--- config.mk ---
export PLATFORM = sky130hd
export DESIGN_NAME = mem_port_arbiter_flat
export DESIGN_NICKNAME = d
export VERILOG_FILES = /design/src/rtl/mem_port_arbiter_if.sv /design/src/rtl/mem_port_arbiter.sv /design/src/flat_wrapper.sv
export SDC_FILE = /design/constraint.sdc
export NUM_CORES = 1
export LEC_CHECK = 0
export ABC_CLOCK_PERIOD_IN_PS = 6600
export CORE_AREA = 3 3 99 101
export CTS_CLUSTER_DIAMETER = 50
export DETAILED_ROUTE_END_ITERATION = 8
export DIE_AREA = 0 0 102 104
export HOLD_SLACK_MARGIN = 0.05
export PLACE_DENSITY_LB_ADDON = 0.05
export SYNTH_ARGS = -nofsm -noshare
export SYNTH_HDL_FRONTEND = slang
export SYNTH_SLANG_ARGS = --single-unit
--- constraint.sdc ---
create_clock -name clk -period 6.6 [get_ports clk]
set_input_delay 0.99 -clock clk [delete_from_list [all_inputs] [get_ports clk]]
set_output_delay 0.99 -clock clk [all_outputs]
set_load 0.03 [all_outputs]
--- src/rtl/mem_port_arbiter_if.sv ---
// Requester-side and memory-side signal bundle for mem_port_arbiter.
// The arbiter uses the slave modport; requesters and the memory use master.
interface mem_port_arbiter_if #(
  parameter int unsigned N_REQ  = 2,
  parameter int unsigned DATA_W = 32,
  parameter int unsigned STRB_W = DATA_W / 8,
  parameter int unsigned ADDR_W = 32,
  parameter int unsigned MEM_AW = 6
);
  logic [N_REQ-1:0]        req_valid;
  logic [N_REQ-1:0]        req_ready;
  logic [N_REQ-1:0]        req_we;
  logic [N_REQ-1:0]        req_lock;
  logic [N_REQ*ADDR_W-1:0] req_addr;
  logic [N_REQ*DATA_W-1:0] req_wdata;
  logic [N_REQ*STRB_W-1:0] req_wstrb;
  logic [N_REQ-1:0]        resp_valid;
  logic                    resp_err;
  logic [DATA_W-1:0]       resp_rdata;
  logic                    mem_en;
  logic                    mem_we;
  logic [MEM_AW-1:0]       mem_addr;
  logic [DATA_W-1:0]       mem_wdata;
  logic [STRB_W-1:0]       mem_wstrb;
  logic [DATA_W-1:0]       mem_rdata;

  modport slave (
    input  req_valid, req_we, req_lock, req_addr, req_wdata, req_wstrb, mem_rdata,
    output req_ready, resp_valid, resp_err, resp_rdata,
    output mem_en, mem_we, mem_addr, mem_wdata, mem_wstrb
  );

  modport master (
    output req_valid, req_we, req_lock, req_addr, req_wdata, req_wstrb, mem_rdata,
    input  req_ready, resp_valid, resp_err, resp_rdata,
    input  mem_en, mem_we, mem_addr, mem_wdata, mem_wstrb
  );
endinterface

--- src/rtl/mem_port_arbiter.sv ---
// Round-robin arbiter sharing one single-port word memory between N_REQ requesters.
// Define MEM_ARB_LOCK_EN to let a requester hold the grant across a locked burst.
module mem_port_arbiter #(
  parameter int unsigned N_REQ     = 2,
  parameter int unsigned DATA_W    = 32,
  parameter int unsigned STRB_W    = DATA_W / 8,
  parameter int unsigned ADDR_W    = 32,
  parameter int unsigned MEM_DEPTH = 64,
  parameter int unsigned MEM_AW    = $clog2(MEM_DEPTH),
  parameter int unsigned ADDR_ST   = 0,
  parameter int unsigned ADDR_END  = 64
) (
  input logic               clk,
  input logic               rst_n,
  mem_port_arbiter_if.slave bus
);

  localparam int unsigned IDX_W = (N_REQ > 1) ? $clog2(N_REQ) : 1;

  logic [IDX_W-1:0]  rr_q, rr_d;
  logic              own_vld_q;
  logic [IDX_W-1:0]  own_q;
  logic              grant_vld;
  logic [IDX_W-1:0]  grant_idx;
  logic [N_REQ-1:0]  ready_vec;
  logic [ADDR_W-1:0] sel_addr;
  logic [ADDR_W:0]   addr_off;
  logic              in_range;
  logic              mem_hit;
  logic [N_REQ-1:0]  resp_valid_q;
  logic              resp_err_q, resp_err_d;
  logic              rd_q, rd_d;

  // Owner-only eligibility while locked, else first valid from rr with wrap.
  always_comb begin
    int unsigned cand;
    logic [IDX_W-1:0] cand_idx;
    grant_vld = 1'b0;
    grant_idx = '0;
    cand      = 0;
    cand_idx  = '0;
    if (rst_n) begin
      if (own_vld_q) begin
        grant_vld = bus.req_valid[own_q];
        grant_idx = own_q;
      end else begin
        for (int unsigned k = 0; k < N_REQ; k++) begin
          cand = 32'(rr_q) + k;
          if (cand >= N_REQ) cand = cand - N_REQ;
          cand_idx = IDX_W'(cand);
          if (!grant_vld && bus.req_valid[cand_idx]) begin
            grant_vld = 1'b1;
            grant_idx = cand_idx;
          end
        end
      end
    end
  end

  assign sel_addr = bus.req_addr[grant_idx*ADDR_W +: ADDR_W];
  // The borrow bit of the offset doubles as the lower-bound check.
  assign addr_off = {1'b0, sel_addr} - (ADDR_W + 1)'(ADDR_ST);
  assign in_range = !addr_off[ADDR_W] && ({1'b0, sel_addr} < (ADDR_W + 1)'(ADDR_END));
  assign mem_hit  = grant_vld && in_range;

  always_comb begin
    ready_vec     = '0;
    bus.mem_we    = 1'b0;
    bus.mem_addr  = '0;
    bus.mem_wdata = '0;
    bus.mem_wstrb = '0;
    if (grant_vld) ready_vec[grant_idx] = 1'b1;
    if (mem_hit) begin
      bus.mem_we    = bus.req_we[grant_idx];
      bus.mem_addr  = addr_off[MEM_AW-1:0];
      bus.mem_wdata = bus.req_wdata[grant_idx*DATA_W +: DATA_W];
      bus.mem_wstrb = bus.req_wstrb[grant_idx*STRB_W +: STRB_W];
    end
  end

  assign bus.req_ready = ready_vec;
  assign bus.mem_en    = mem_hit;

  always_comb begin
    rr_d = rr_q;
    if (grant_vld) rr_d = (grant_idx == IDX_W'(N_REQ - 1)) ? '0 : grant_idx + 1'b1;
  end

  assign resp_err_d = grant_vld && !in_range;
  assign rd_d       = mem_hit && !bus.req_we[grant_idx];

  always_ff @(posedge clk) begin
    if (!rst_n) begin
      rr_q         <= '0;
      resp_valid_q <= '0;
      resp_err_q   <= 1'b0;
      rd_q         <= 1'b0;
    end else begin
      rr_q         <= rr_d;
      resp_valid_q <= ready_vec;
      resp_err_q   <= resp_err_d;
      rd_q         <= rd_d;
    end
  end

  assign bus.resp_valid = resp_valid_q;
  assign bus.resp_err   = resp_err_q;
  assign bus.resp_rdata = (|resp_valid_q && rd_q) ? bus.mem_rdata : '0;

`ifdef MEM_ARB_LOCK_EN
  logic             own_vld_d;
  logic [IDX_W-1:0] own_d;

  // Out-of-range beats leave the lock untouched; only the owner can be granted while locked.
  always_comb begin
    own_vld_d = own_vld_q;
    own_d     = own_q;
    if (mem_hit) begin
      if (bus.req_lock[grant_idx]) begin
        own_vld_d = 1'b1;
        own_d     = grant_idx;
      end else begin
        own_vld_d = 1'b0;
      end
    end
  end

  always_ff @(posedge clk) begin
    if (!rst_n) begin
      own_vld_q <= 1'b0;
      own_q     <= '0;
    end else begin
      own_vld_q <= own_vld_d;
      own_q     <= own_d;
    end
  end
`else
  logic unused_lock;
  assign own_vld_q   = 1'b0;
  assign own_q       = '0;
  assign unused_lock = ^bus.req_lock;
`endif

endmodule

--- src/flat_wrapper.sv ---
// flat-port wrapper written by rule: the top's interface ports become plain ports
module mem_port_arbiter_flat 
#(
  parameter int unsigned N_REQ     = 2,
  parameter int unsigned DATA_W    = 32,
  parameter int unsigned STRB_W    = DATA_W / 8,
  parameter int unsigned ADDR_W    = 32,
  parameter int unsigned MEM_DEPTH = 64,
  parameter int unsigned MEM_AW    = $clog2(MEM_DEPTH),
  parameter int unsigned ADDR_ST   = 0,
  parameter int unsigned ADDR_END  = 64
)
  (clk, rst_n, bus_req_valid, bus_req_we, bus_req_lock, bus_req_addr, bus_req_wdata, bus_req_wstrb, bus_mem_rdata, bus_req_ready, bus_resp_valid, bus_resp_err, bus_resp_rdata, bus_mem_en, bus_mem_we, bus_mem_addr, bus_mem_wdata, bus_mem_wstrb);
  mem_port_arbiter_if #(.N_REQ(N_REQ), .DATA_W(DATA_W), .STRB_W(STRB_W), .ADDR_W(ADDR_W), .MEM_AW(MEM_AW)) bus_i ();
  input logic clk;
  input logic rst_n;
  input wire logic [$bits(bus_i.req_valid)-1:0] bus_req_valid;
  input wire logic [$bits(bus_i.req_we)-1:0] bus_req_we;
  input wire logic [$bits(bus_i.req_lock)-1:0] bus_req_lock;
  input wire logic [$bits(bus_i.req_addr)-1:0] bus_req_addr;
  input wire logic [$bits(bus_i.req_wdata)-1:0] bus_req_wdata;
  input wire logic [$bits(bus_i.req_wstrb)-1:0] bus_req_wstrb;
  input wire logic [$bits(bus_i.mem_rdata)-1:0] bus_mem_rdata;
  output wire logic [$bits(bus_i.req_ready)-1:0] bus_req_ready;
  output wire logic [$bits(bus_i.resp_valid)-1:0] bus_resp_valid;
  output wire logic [$bits(bus_i.resp_err)-1:0] bus_resp_err;
  output wire logic [$bits(bus_i.resp_rdata)-1:0] bus_resp_rdata;
  output wire logic [$bits(bus_i.mem_en)-1:0] bus_mem_en;
  output wire logic [$bits(bus_i.mem_we)-1:0] bus_mem_we;
  output wire logic [$bits(bus_i.mem_addr)-1:0] bus_mem_addr;
  output wire logic [$bits(bus_i.mem_wdata)-1:0] bus_mem_wdata;
  output wire logic [$bits(bus_i.mem_wstrb)-1:0] bus_mem_wstrb;
  assign bus_i.req_valid = bus_req_valid;
  assign bus_i.req_we = bus_req_we;
  assign bus_i.req_lock = bus_req_lock;
  assign bus_i.req_addr = bus_req_addr;
  assign bus_i.req_wdata = bus_req_wdata;
  assign bus_i.req_wstrb = bus_req_wstrb;
  assign bus_i.mem_rdata = bus_mem_rdata;
  assign bus_req_ready = bus_i.req_ready;
  assign bus_resp_valid = bus_i.resp_valid;
  assign bus_resp_err = bus_i.resp_err;
  assign bus_resp_rdata = bus_i.resp_rdata;
  assign bus_mem_en = bus_i.mem_en;
  assign bus_mem_we = bus_i.mem_we;
  assign bus_mem_addr = bus_i.mem_addr;
  assign bus_mem_wdata = bus_i.mem_wdata;
  assign bus_mem_wstrb = bus_i.mem_wstrb;
  mem_port_arbiter #(.N_REQ(N_REQ), .DATA_W(DATA_W), .STRB_W(STRB_W), .ADDR_W(ADDR_W), .MEM_DEPTH(MEM_DEPTH), .MEM_AW(MEM_AW), .ADDR_ST(ADDR_ST), .ADDR_END(ADDR_END)) u_core (.clk(clk), .rst_n(rst_n), .bus(bus_i));
endmodule
After elaboration in Yosys (flattened, before gate mapping)
Index checks and enable logic that the tools add are counted.
{"block": "word_totals", "elab_cells": 54, "out_inout_bits": 81, "in_bits": 176, "ff_bits": 5}
{"block": "op_classes", "n_addsub": 4, "n_reduce_logical": 10, "shift": 3, "magnitude_cmp": 7, "muxes": 26}
{"cell": "$shiftx A64 B7 Y32", "n": 2}
{"cell": "$mux W32", "n": 2}
{"cell": "$lt A32 B7 Y1 const B", "n": 1}
{"cell": "$mux W1", "n": 20}
{"cell": "$shiftx A8 B4 Y4", "n": 1}
{"cell": "$logic_and A1 B1 Y1", "n": 6}
{"cell": "$lt A1 B2 Y1 const B", "n": 3}
{"cell": "$mux W6", "n": 1}
{"cell": "$mux W4", "n": 1}
{"cell": "$logic_not A1 Y1", "n": 3}
{"cell": "$add A1 B1 Y2 const B", "n": 1}
{"cell": "$ge A1 B2 Y1 const B", "n": 1}
{"cell": "$ge A2 B2 Y1 const B", "n": 1}
{"cell": "$mux W2", "n": 1}
{"cell": "$reduce_or A2 Y1", "n": 1}
{"cell": "$sub A1 B1 Y1 const B", "n": 2}
{"cell": "$add A1 B1 Y1 const B", "n": 1}
{"cell": "$demux W1 S1", "n": 1}
{"cell": "$ge A1 B1 Y1 const B", "n": 1}

Longest topological paths before layout
Gate-level depths: netlist (run 1).
{"block": "depth", "ltp_word": 16, "depth_mapped": 7}

Least setup slack after synthesis (run 1)
OpenSTA, ideal clock, no wires.
{"block": "synth_path", "kind": "input-to-output", "startpoint": "input bus_req_addr[48]", "endpoint": "output bus_mem_addr[0]", "t_arrival_ns": 3.026, "cell_stages": 4, "required_ns": 5.610, "slack_ns": 2.584, "cell_sequence": "or4_1 > or4_4 > buf_6 > a221oi_1"}
{"block": "synth_between", "elab_chain_len": 4}
{"item": "start, declared", "line": "flat_wrapper.sv:20", "rtl": "input wire logic [$bits(bus_i.req_addr)-1:0] bus_req_addr;"}
{"item": "$shiftx A64 B7 Y32", "line": "mem_port_arbiter.sv:60", "rtl": "assign sel_addr = bus.req_addr[grant_idx*ADDR_W +: ADDR_W];"}
{"item": "$lt A32 B7 Y1", "line": "mem_port_arbiter.sv:63", "rtl": "assign in_range = !addr_off[ADDR_W] && ({1'b0, sel_addr} < (ADDR_W + 1)'(ADDR_END));"}
{"item": "$logic_and A1 B1 Y1", "line": "mem_port_arbiter.sv:64", "rtl": "assign mem_hit = grant_vld && in_range;"}
{"item": "$mux W6", "line": "mem_port_arbiter.sv:73", "rtl": "if (mem_hit) begin"}
{"item": "end, declared", "line": "flat_wrapper.sv:30", "rtl": "output wire logic [$bits(bus_i.mem_addr)-1:0] bus_mem_addr;"}
Every way passes these cells.

Worst setup path after layout (run 1)
{"block": "layout_path", "startpoint": "input bus_req_valid[0]", "endpoint": "output bus_mem_wdata[11]"}
{"block": "layout_between", "elab_chain_len": 12, "word_cells_on_any_way": 18}
{"item": "start, declared", "line": "flat_wrapper.sv:17", "rtl": "input wire logic [$bits(bus_i.req_valid)-1:0] bus_req_valid;"}
{"item": "$mux W1 (implied by the code) (2 in a row)", "line": "mem_port_arbiter.sv:51", "rtl": "if (!grant_vld && bus.req_valid[cand_idx]) begin"}
{"item": "$mux W1", "line": "mem_port_arbiter.sv:51"}
{"item": "$mux W1", "line": "mem_port_arbiter.sv:42", "rtl": "if (rst_n) begin"}
{"item": "$logic_not A1 Y1", "line": "mem_port_arbiter.sv:51"}
{"item": "$logic_and A1 B1 Y1", "line": "mem_port_arbiter.sv:51"}
{"item": "$mux W1", "line": "mem_port_arbiter.sv:51"}
{"item": "$mux W1", "line": "mem_port_arbiter.sv:42"}
{"item": "$shiftx A64 B7 Y32", "line": "mem_port_arbiter.sv:60"}
{"item": "$lt A32 B7 Y1", "line": "mem_port_arbiter.sv:63"}
{"item": "$logic_and A1 B1 Y1", "line": "mem_port_arbiter.sv:64"}
{"item": "$mux W32 (*)", "line": "mem_port_arbiter.sv:73"}
{"item": "end, declared", "line": "flat_wrapper.sv:31", "rtl": "output wire logic [$bits(bus_i.mem_wdata)-1:0] bus_mem_wdata;"}
Mark *: on every way between the ends. The rest lies on a longest branch, timed or not. The select of a mux whose other input is x is not followed.

==> flow_summary.toml, run 1 <==
[cells_and_area]
nets = 640
syn_to_final_growth_pct = 156
design_area_mm2 = 0.00423
layout-drive-gt1-share_pct = 11.0
n_antenna_cell = 0
final_util_pct = 46.4

[placement]
gp_congestion = 0.756
io_buffer_count = 254
hpwlAfterDp_um = 7040
pre_cts_ws_ps = 1280
placed_area_mm2 = 0.00418

[logic_synthesis]
synth_edf_count = 0
synthTopCellsByArea = "a221oi_2 (34%), nand2_1 (20%), and2_1 (12%)"
seq_area_frac_synth_pct = 6.07
synthArstFlopShare_pct = 0
synth_most_common_cell = "nand2_1"
syn_inst = 228
ys_ff_latch = 5
synth_top_area_share_pct = 33.7
yosys_warnings = 0
syn-cell-area_mm2 = 0.00165
synth.distinct_cells = 25
synthFlopType = "dfxtp_1"
yosysTopAreaCell = "a221oi_2"
synth.avg_cell_area_um2 = 7.23
netlist_top_cells_count = "nand2_1 (89), a221oi_2 (37), and2_1 (32)"
syn-num-nets = 404

[sta]
finClkSkew_ps = 1.88
slew_viol_final = 0
maxSlewHeadroom_pct = 39.9
finalHoldViolations = 0
period_share_pct = 79.6
finalCriticalPeriod_ps = 5250
setup_viol = 0
setup_tns_ps = 0
fmax_mhz = 190
setup_ws_ps = 1350
rsz0062_at_grt = "false"
tightest_slew_ps = 898

[setup_path]
worstPathMaxFanout = 46
start_kind = "primary input"
arrival_ps = 4260
rr_worst_depth = 4
rrSetupSlack_ps = 4180
crit_type = "in -> out"
worstReg2RegStart = "u_core.rr_q"
timing.rr.end = "u_core.bus.resp_err"
end_kind = "primary output"
cp.required_ps = 5610

[hold_path]
min_path_cells = 1
worstHoldPathType = "reg -> reg"
min_from = "u_core.rr_q"
holdPathEnd = "u_core.rr_q"

[detailed_routing]
finalWirelength_um = 9040
route.detailed.drc = 0
first_iter_violations = 84
vias = 2601
ant_nets = 0
viasPerCell = 4.53
wl_per_cell_um = 15.7
dr.pass1.iters = 5

[grt]
grt_pass1_vias = 2598
antenna_found_initial = 0
grt_pass1_wl_um = 13500
gr-usage-all-layers_pct = 15.7
grt_overflow_total = 0
grt_start_max_net_pins = 47

[clocking]
worstSkewPairLatency_ps = 220
numCtsBuffers = 3
post_cts_buffers = 0
clkSlewWorstSetupHoldPaths_ps = 30
cts_hold_buf = 0
numClockSinks = 5
ctsResizeCount = 0
cts_tree = "done"
root_buffer = "clkbuf_8"
cts_htree_levels = 1
clock_path_buffers = 2

[die]
start_util_pct = 18.1
dieArea_mm2 = 0.0106
die-width_um = 102
core_area_mm2 = 0.00911
std_cell_rows = 35
ios = 257
dieHeight_um = 104

[pwr]
power-per-cell-area_mw_per_mm2 = 57.1
p_leak_nw = 1.42
ir_drop_v = 0.0000370

[outcome]
status = "finished, final reports clean"

[job]
drv_cap = 0
[sequential cells by signal, summed over array words and instances (netlist names)]
signal and flops:
u_core.bus.resp_err 1, u_core.bus.resp_valid 2, u_core.rd_q 1, u_core.rr_q 1
[cell usage in the layout, fill, tap and decap left out, drive strengths merged, types with 2 or more instances in the layout]
| master | count |
|---|---|
| clkbuf | 4 |
| or4 | 4 |
| dfxtp | 5 |
| clkdlybuf4s50 | 254 |
| nand4 | 2 |
| a221oi | 43 |
| nand2 | 89 |
| nor2 | 4 |
| buf | 5 |
| and2 | 32 |
| inv | 2 |
| nor4 | 10 |
[power by group]
group          leakage [nW]  total [mW]  internal, mW  switching (mW)
sequential           0.0414      0.0329        0.0321        0.000822
clock                0.0228      0.0563        0.0415          0.0149
combinational          1.35       0.152         0.103          0.0494
[cells by family after synthesis]
group,after synthesis,synth area share (%)
AO/OA/AOI/OAI,48,39.3
buffers and inverters,30,12.8
flip-flops,5,6.07
multiplexers,1,0.683
AND/OR/NAND/NOR,144,41.1
[metal layers]
metal	routed length [µm]	global-route usage, %	up-vias
li1	-	-	1298
met1	3460	17.3	1152
met2	4560	29.6	149
met3	994	4.36	2
met4	34	2.53	0
met5	0	0	-
[layout make-up]
cell class              count  area, µm²
fillers                   888       4880
inverters                   2       7.51
multi-input cells         193       1360
repair buffers            259       2580
clock buffers               4       45.0
flip-flops and latches      5        100
well taps                 111        139
[worst max-delay path by stage]
| stage | from | end | slack (ps) | cells after the start |
|---|---|---|---|---|
| after floorplan | bus_req_addr[48] | bus_mem_addr[0] | 2580 | 4 |
| after global placement | bus_req_valid[0] | bus_mem_wdata[11] | 1310 | 6 |
| after detailed placement | bus_req_valid[0] | bus_mem_wdata[11] | 1280 | 8 |
| after CTS | bus_req_valid[0] | bus_mem_wdata[11] | 1280 | 8 |
| after global routing | bus_req_valid[0] | bus_mem_we | 1040 | 8 |
| final | bus_req_valid[0] | bus_mem_wdata[11] | 1350 | 8 |
[per-stage QoR]
stage	total power [mW]	std cells	hold WS, ps
final	0.241	574	507
after global routing	0.258	574	557
after floorplan	0.0723	228	484
after detailed placement	0.186	570	499
after global placement	0.185	570	498
after CTS	0.244	574	507
[critical path, cell delays in order]
cell and delay (ps):
clkdlybuf4s50_1 550, nand2b_1 90, nand3_2 370, inv_1 110
or4_2 670, buf_4 360, a221oi_2 370, clkdlybuf4s50_1 720
Note: power is estimated with default switching activity, not from simulation.
==> inputs of run 2 (changes only) <==
--- a/config.mk
+++ b/config.mk
@@ -5,11 +5,11 @@
 export SDC_FILE = /design/constraint.sdc
 export NUM_CORES = 1
 export LEC_CHECK = 0
-export ABC_CLOCK_PERIOD_IN_PS = 6600
-export CORE_AREA = 3 3 99 101
+export ABC_CLOCK_PERIOD_IN_PS = 5260
+export CORE_AREA = 3 3 100 102
 export CTS_CLUSTER_DIAMETER = 50
 export DETAILED_ROUTE_END_ITERATION = 8
-export DIE_AREA = 0 0 102 104
+export DIE_AREA = 0 0 103 105
 export HOLD_SLACK_MARGIN = 0.05
 export PLACE_DENSITY_LB_ADDON = 0.05
 export SYNTH_ARGS = -nofsm -noshare
==> constraint.sdc (replaced) <==
create_clock -name clk -period 5.26 [get_ports clk]
set_input_delay 0.789 -clock clk [delete_from_list [all_inputs] [get_ports clk]]
set_output_delay 0.789 -clock clk [all_outputs]
set_load 0.03 [all_outputs]
==> flow_summary.toml, run 2 (same netlist as run 1, synthesis figures left out) <==
[detailed_routing]
first_iter_violations = 58
vias = 2585
route.detailed.drc = 0
dr.pass1.iters = 4
viasPerCell = 4.50
wl_per_cell_um = 15.9
ant_nets = 0
finalWirelength_um = 9150

[clocking]
worstSkewPairLatency_ps = 220
ctsResizeCount = 0
root_buffer = "clkbuf_8"
cts_tree = "done"
cts_hold_buf = 0
clock_path_buffers = 2
numCtsBuffers = 3
clkSlewWorstSetupHoldPaths_ps = 40
cts_htree_levels = 1
numClockSinks = 5
post_cts_buffers = 0

[grt]
gr-usage-all-layers_pct = 15.3
grt.busiest_layer = "met2"
grt_pass1_vias = 2590
use_met2_pct = 30.0
grt_pass1_wl_um = 13400
met3_usage_pct = 4.61
antenna_found_initial = 0
grt.met1_usage_pct = 15.8
grt_overflow_total = 0
grt_start_max_net_pins = 48

[cells_and_area]
finalNonFillerCells = 574
final_cell_mix = "clkdlybuf4s50_1 (210), nand2_1 (89), buf_4 (48)"
layout_commonest_cell = "clkdlybuf4s50_1"
nets = 640
n_antenna_cell = 0
largest_reg_flops = 2
layout-drive-gt1-share_pct = 20.5
syn_to_final_growth_pct = 150

[sta]
maxSlewHeadroom_pct = 46.7
finClkSkew_ps = 3.96
fmax_mhz = 238
finalHoldViolations = 0
setup_tns_ps = 0
period_share_pct = 80.0
setup_viol = 0
rsz0062_at_grt = "false"
slew_viol_final = 0
tightest_slew_ps = 800
finalCriticalPeriod_ps = 4210

[setup_path]
end_kind = "primary output"
startpoint = "bus_req_valid[0]"
arrival_ps = 3420
worstReg2RegStart = "u_core.rr_q"
worstPathMaxFanout = 46
cp.required_ps = 4470
start_kind = "primary input"
crit_type = "in -> out"
rr_worst_depth = 5

[hold_path]
min_path_cells = 2
min_from = "u_core.rr_q"
worstHoldPathType = "reg -> reg"

[die]
start_util_pct = 17.9
core_area_mm2 = 0.00920
die-width_um = 103
std_cell_rows = 35
dieHeight_um = 105
dieArea_mm2 = 0.0108
ios = 257

[job]
drv_cap = 0

[placement]
hpwlAfterDp_um = 7320
placed_cells = 570
gp_congestion = 0.706
io_buffer_count = 254

[pwr]
p_leak_nw = 1.51
ir_drop_v = 0.0000420
power-per-cell-area_mw_per_mm2 = 73.2

[outcome]
status = "finished, final reports clean"
## run 2: cell types whose count changed in the layout (fill, tap and decap cells not counted)
cell | previous run | this run
clkdlybuf4s50_1 | 254 | 210
buf_4 | 5 | 48
buf_12 | 0 | 1
## run 2: critical path, stage by stage
cell and delay [ps]:
clkdlybuf4s50_1 490, nand2b_1 130, nand3_2 100, buf_4 240, or4_4 890, a221oi_1 560
buf_12 180
## run 2: area by class of cell
cell class / count / area [µm²]
inverters: 2 / 7.51
repair buffers: 259 / 2480
multi-input cells: 193 / 1360
flip-flops and latches: 5 / 100
fillers: 948 / 5070
well taps: 111 / 139
clock buffers: 4 / 45.0
## run 2: per-layer routing
metal	part of all wire [%]	wire length [µm]
met1	35	3170
met3	12	1110
met5	0	0
met4	0.42	38
met2	53	4840
## run 2: power breakdown
part,internal (mW),switching (mW)
logic,0.129,0.0623
clock network,0.0520,0.0183
registers,0.0403,0.000928
## run 2: path summary, 6_finish.rpt
path | to | slack [ps]
hold reg to reg | u_core.rr_q | 510
setup / recovery | bus_mem_wdata[31] | 1050
hold / removal | u_core.rr_q | 510
setup reg to reg | u_core.bus.resp_err | 3050
## run 2: stage by stage
stage	util [%]	setup WS [ps]	instance area [µm²]	power (mW)	hold slack (ps)
finish	44.9	1050	4130	0.302	513
global route	44.9	880	4130	0.322	543
detailed placement	44.4	996	4080	0.234	505
CTS	44.9	983	4130	0.306	514
global placement	44.4	1040	4080	0.232	509
floorplan	-	1650	1650	0.0907	484
==> inputs of run 3 (changes only) <==
--- a/config.mk
+++ b/config.mk
@@ -5,11 +5,11 @@
 export SDC_FILE = /design/constraint.sdc
 export NUM_CORES = 1
 export LEC_CHECK = 0
-export ABC_CLOCK_PERIOD_IN_PS = 5260
-export CORE_AREA = 3 3 100 102
+export ABC_CLOCK_PERIOD_IN_PS = 3640
+export CORE_AREA = 3 3 99 101
 export CTS_CLUSTER_DIAMETER = 50
 export DETAILED_ROUTE_END_ITERATION = 8
-export DIE_AREA = 0 0 103 105
+export DIE_AREA = 0 0 102 104
 export HOLD_SLACK_MARGIN = 0.05
 export PLACE_DENSITY_LB_ADDON = 0.05
 export SYNTH_ARGS = -nofsm -noshare
==> constraint.sdc (replaced) <==
create_clock -name clk -period 3.64 [get_ports clk]
set_input_delay 0.546 -clock clk [delete_from_list [all_inputs] [get_ports clk]]
set_output_delay 0.546 -clock clk [all_outputs]
set_load 0.03 [all_outputs]
==> flow_summary.toml, run 3 (same netlist as run 1, synthesis figures left out) <==
[outcome]
status = "finished, final reports clean"

[grt]
grt_start_max_net_pins = 48
gr-usage-all-layers_pct = 15.4
grt_pass1_vias = 2644
antenna_found_initial = 0
grt_overflow_total = 0
grt_pass1_wl_um = 13400

[detailed_routing]
finalWirelength_um = 8940
route.detailed.drc = 0
wl_per_cell_um = 15.5
ant_nets = 0
vias = 2648
viasPerCell = 4.60
dr.pass1.iters = 4
first_iter_violations = 77

[sta]
rsz0062_at_grt = "false"
setup_viol = 0
fmax_mhz = 284
setup_tns_ps = 0
slew_viol_final = 0
maxSlewHeadroom_pct = 50.7
setup_ws_ps = 117
finClkSkew_ps = 1.20
period_share_pct = 96.8
finalCriticalPeriod_ps = 3520
finalHoldViolations = 0
tightest_slew_ps = 740

[cells_and_area]
layout-drive-gt1-share_pct = 21.1
design_area_mm2 = 0.00417
n_antenna_cell = 0
finalNonFillerCells = 576
final_cell_mix = "clkdlybuf4s50_1 (209), nand2_1 (89), buf_4 (49)"
nets = 642
layout_commonest_cell = "clkdlybuf4s50_1"
syn_to_final_growth_pct = 153
largest_reg_flops = 2

[setup_path]
worstPathMaxFanout = 46
start_kind = "primary input"
crit_type = "in -> out"
timing.rr.end = "u_core.bus.resp_err"
rr_worst_depth = 6
worstReg2RegStart = "u_core.rr_q"
arrival_ps = 2980
rrSetupSlack_ps = 1760
end_kind = "primary output"
cp.required_ps = 3090

[pwr]
ir_drop_v = 0.0000753
power-per-cell-area_mw_per_mm2 = 105
finalPower_uw = 438
p_leak_nw = 1.54

[die]
die-width_um = 102
dieHeight_um = 104
core_area_mm2 = 0.00911
start_util_pct = 18.1
ios = 257
std_cell_rows = 35
dieArea_mm2 = 0.0106

[clocking]
cts_tree = "done"
cts_hold_buf = 0
clock_path_buffers = 2
worstSkewPairLatency_ps = 220
post_cts_buffers = 0
numClockSinks = 5
root_buffer = "clkbuf_8"
cts_htree_levels = 1
numCtsBuffers = 3
ctsResizeCount = 0
clkSlewWorstSetupHoldPaths_ps = 40

[job]
drv_cap = 0

[placement]
pre_cts_ws_ps = 133
placed_area_mm2 = 0.00412
gp_congestion = 0.741
placed_cells = 572
hpwlAfterDp_um = 7120
io_buffer_count = 254

[hold_path]
min_from = "u_core.rr_q"
worstHoldPathType = "reg -> reg"
holdPathEnd = "u_core.rr_q"
min_path_cells = 1
==> run 3: cell count changes in the layout (fill, tap and decap cells not counted), sizes merged <==
cell           before  now
buf                49   52
clkdlybuf4s50     210  209
==> run 3: power breakdown <==
part           switching (mW)  leakage, nW  internal, mW
logic                  0.0896         1.47         0.187
clock network          0.0264       0.0228        0.0751
registers             0.00137       0.0414        0.0582
==> run 3: worst max path at each step <==
stage | startpoint | end | depth (start not counted)
after floorplan | bus_req_addr[48] | bus_mem_addr[0] | 4
final | bus_req_addr[16] | bus_mem_wstrb[3] | 6
after detailed placement | bus_req_addr[16] | bus_mem_addr[5] | 6
after global routing | bus_req_addr[16] | bus_mem_we | 6
after CTS | bus_req_addr[16] | bus_mem_addr[5] | 6
after global placement | bus_req_addr[16] | bus_mem_we | 6
==> run 3: final cells by class <==
type	count	area, µm²
flip-flops and latches	5	100
multi-input cells	193	1360
clock buffers	4	45.0
fillers	898	4940
inverters	2	7.51
well taps	111	139
repair buffers	261	2520
==> run 3: critical path: stages <==
cell             delay (ps)
clkdlybuf4s50_1         390
or4_1                   550
or4_2                   700
buf_12                  220
a221oi_1                310
buf_4                   210
==> run 3: routing by layer <==
layer  vias up  GRT usage, %  wire (µm)
li1       1302             -          -
met1      1185          17.3       3370
met2       153          28.2       4530
met3         8          3.69        900
met4         0          4.12        146
met5         -             0          0
==> run 3: metrics by stage <==
stage               utilization (%)  hold WS, ps
finish                         45.7          509
global route                   45.7          547
CTS                            45.7          512
detailed placement             45.2          504
global placement               45.2          492
floorplan                         -          484
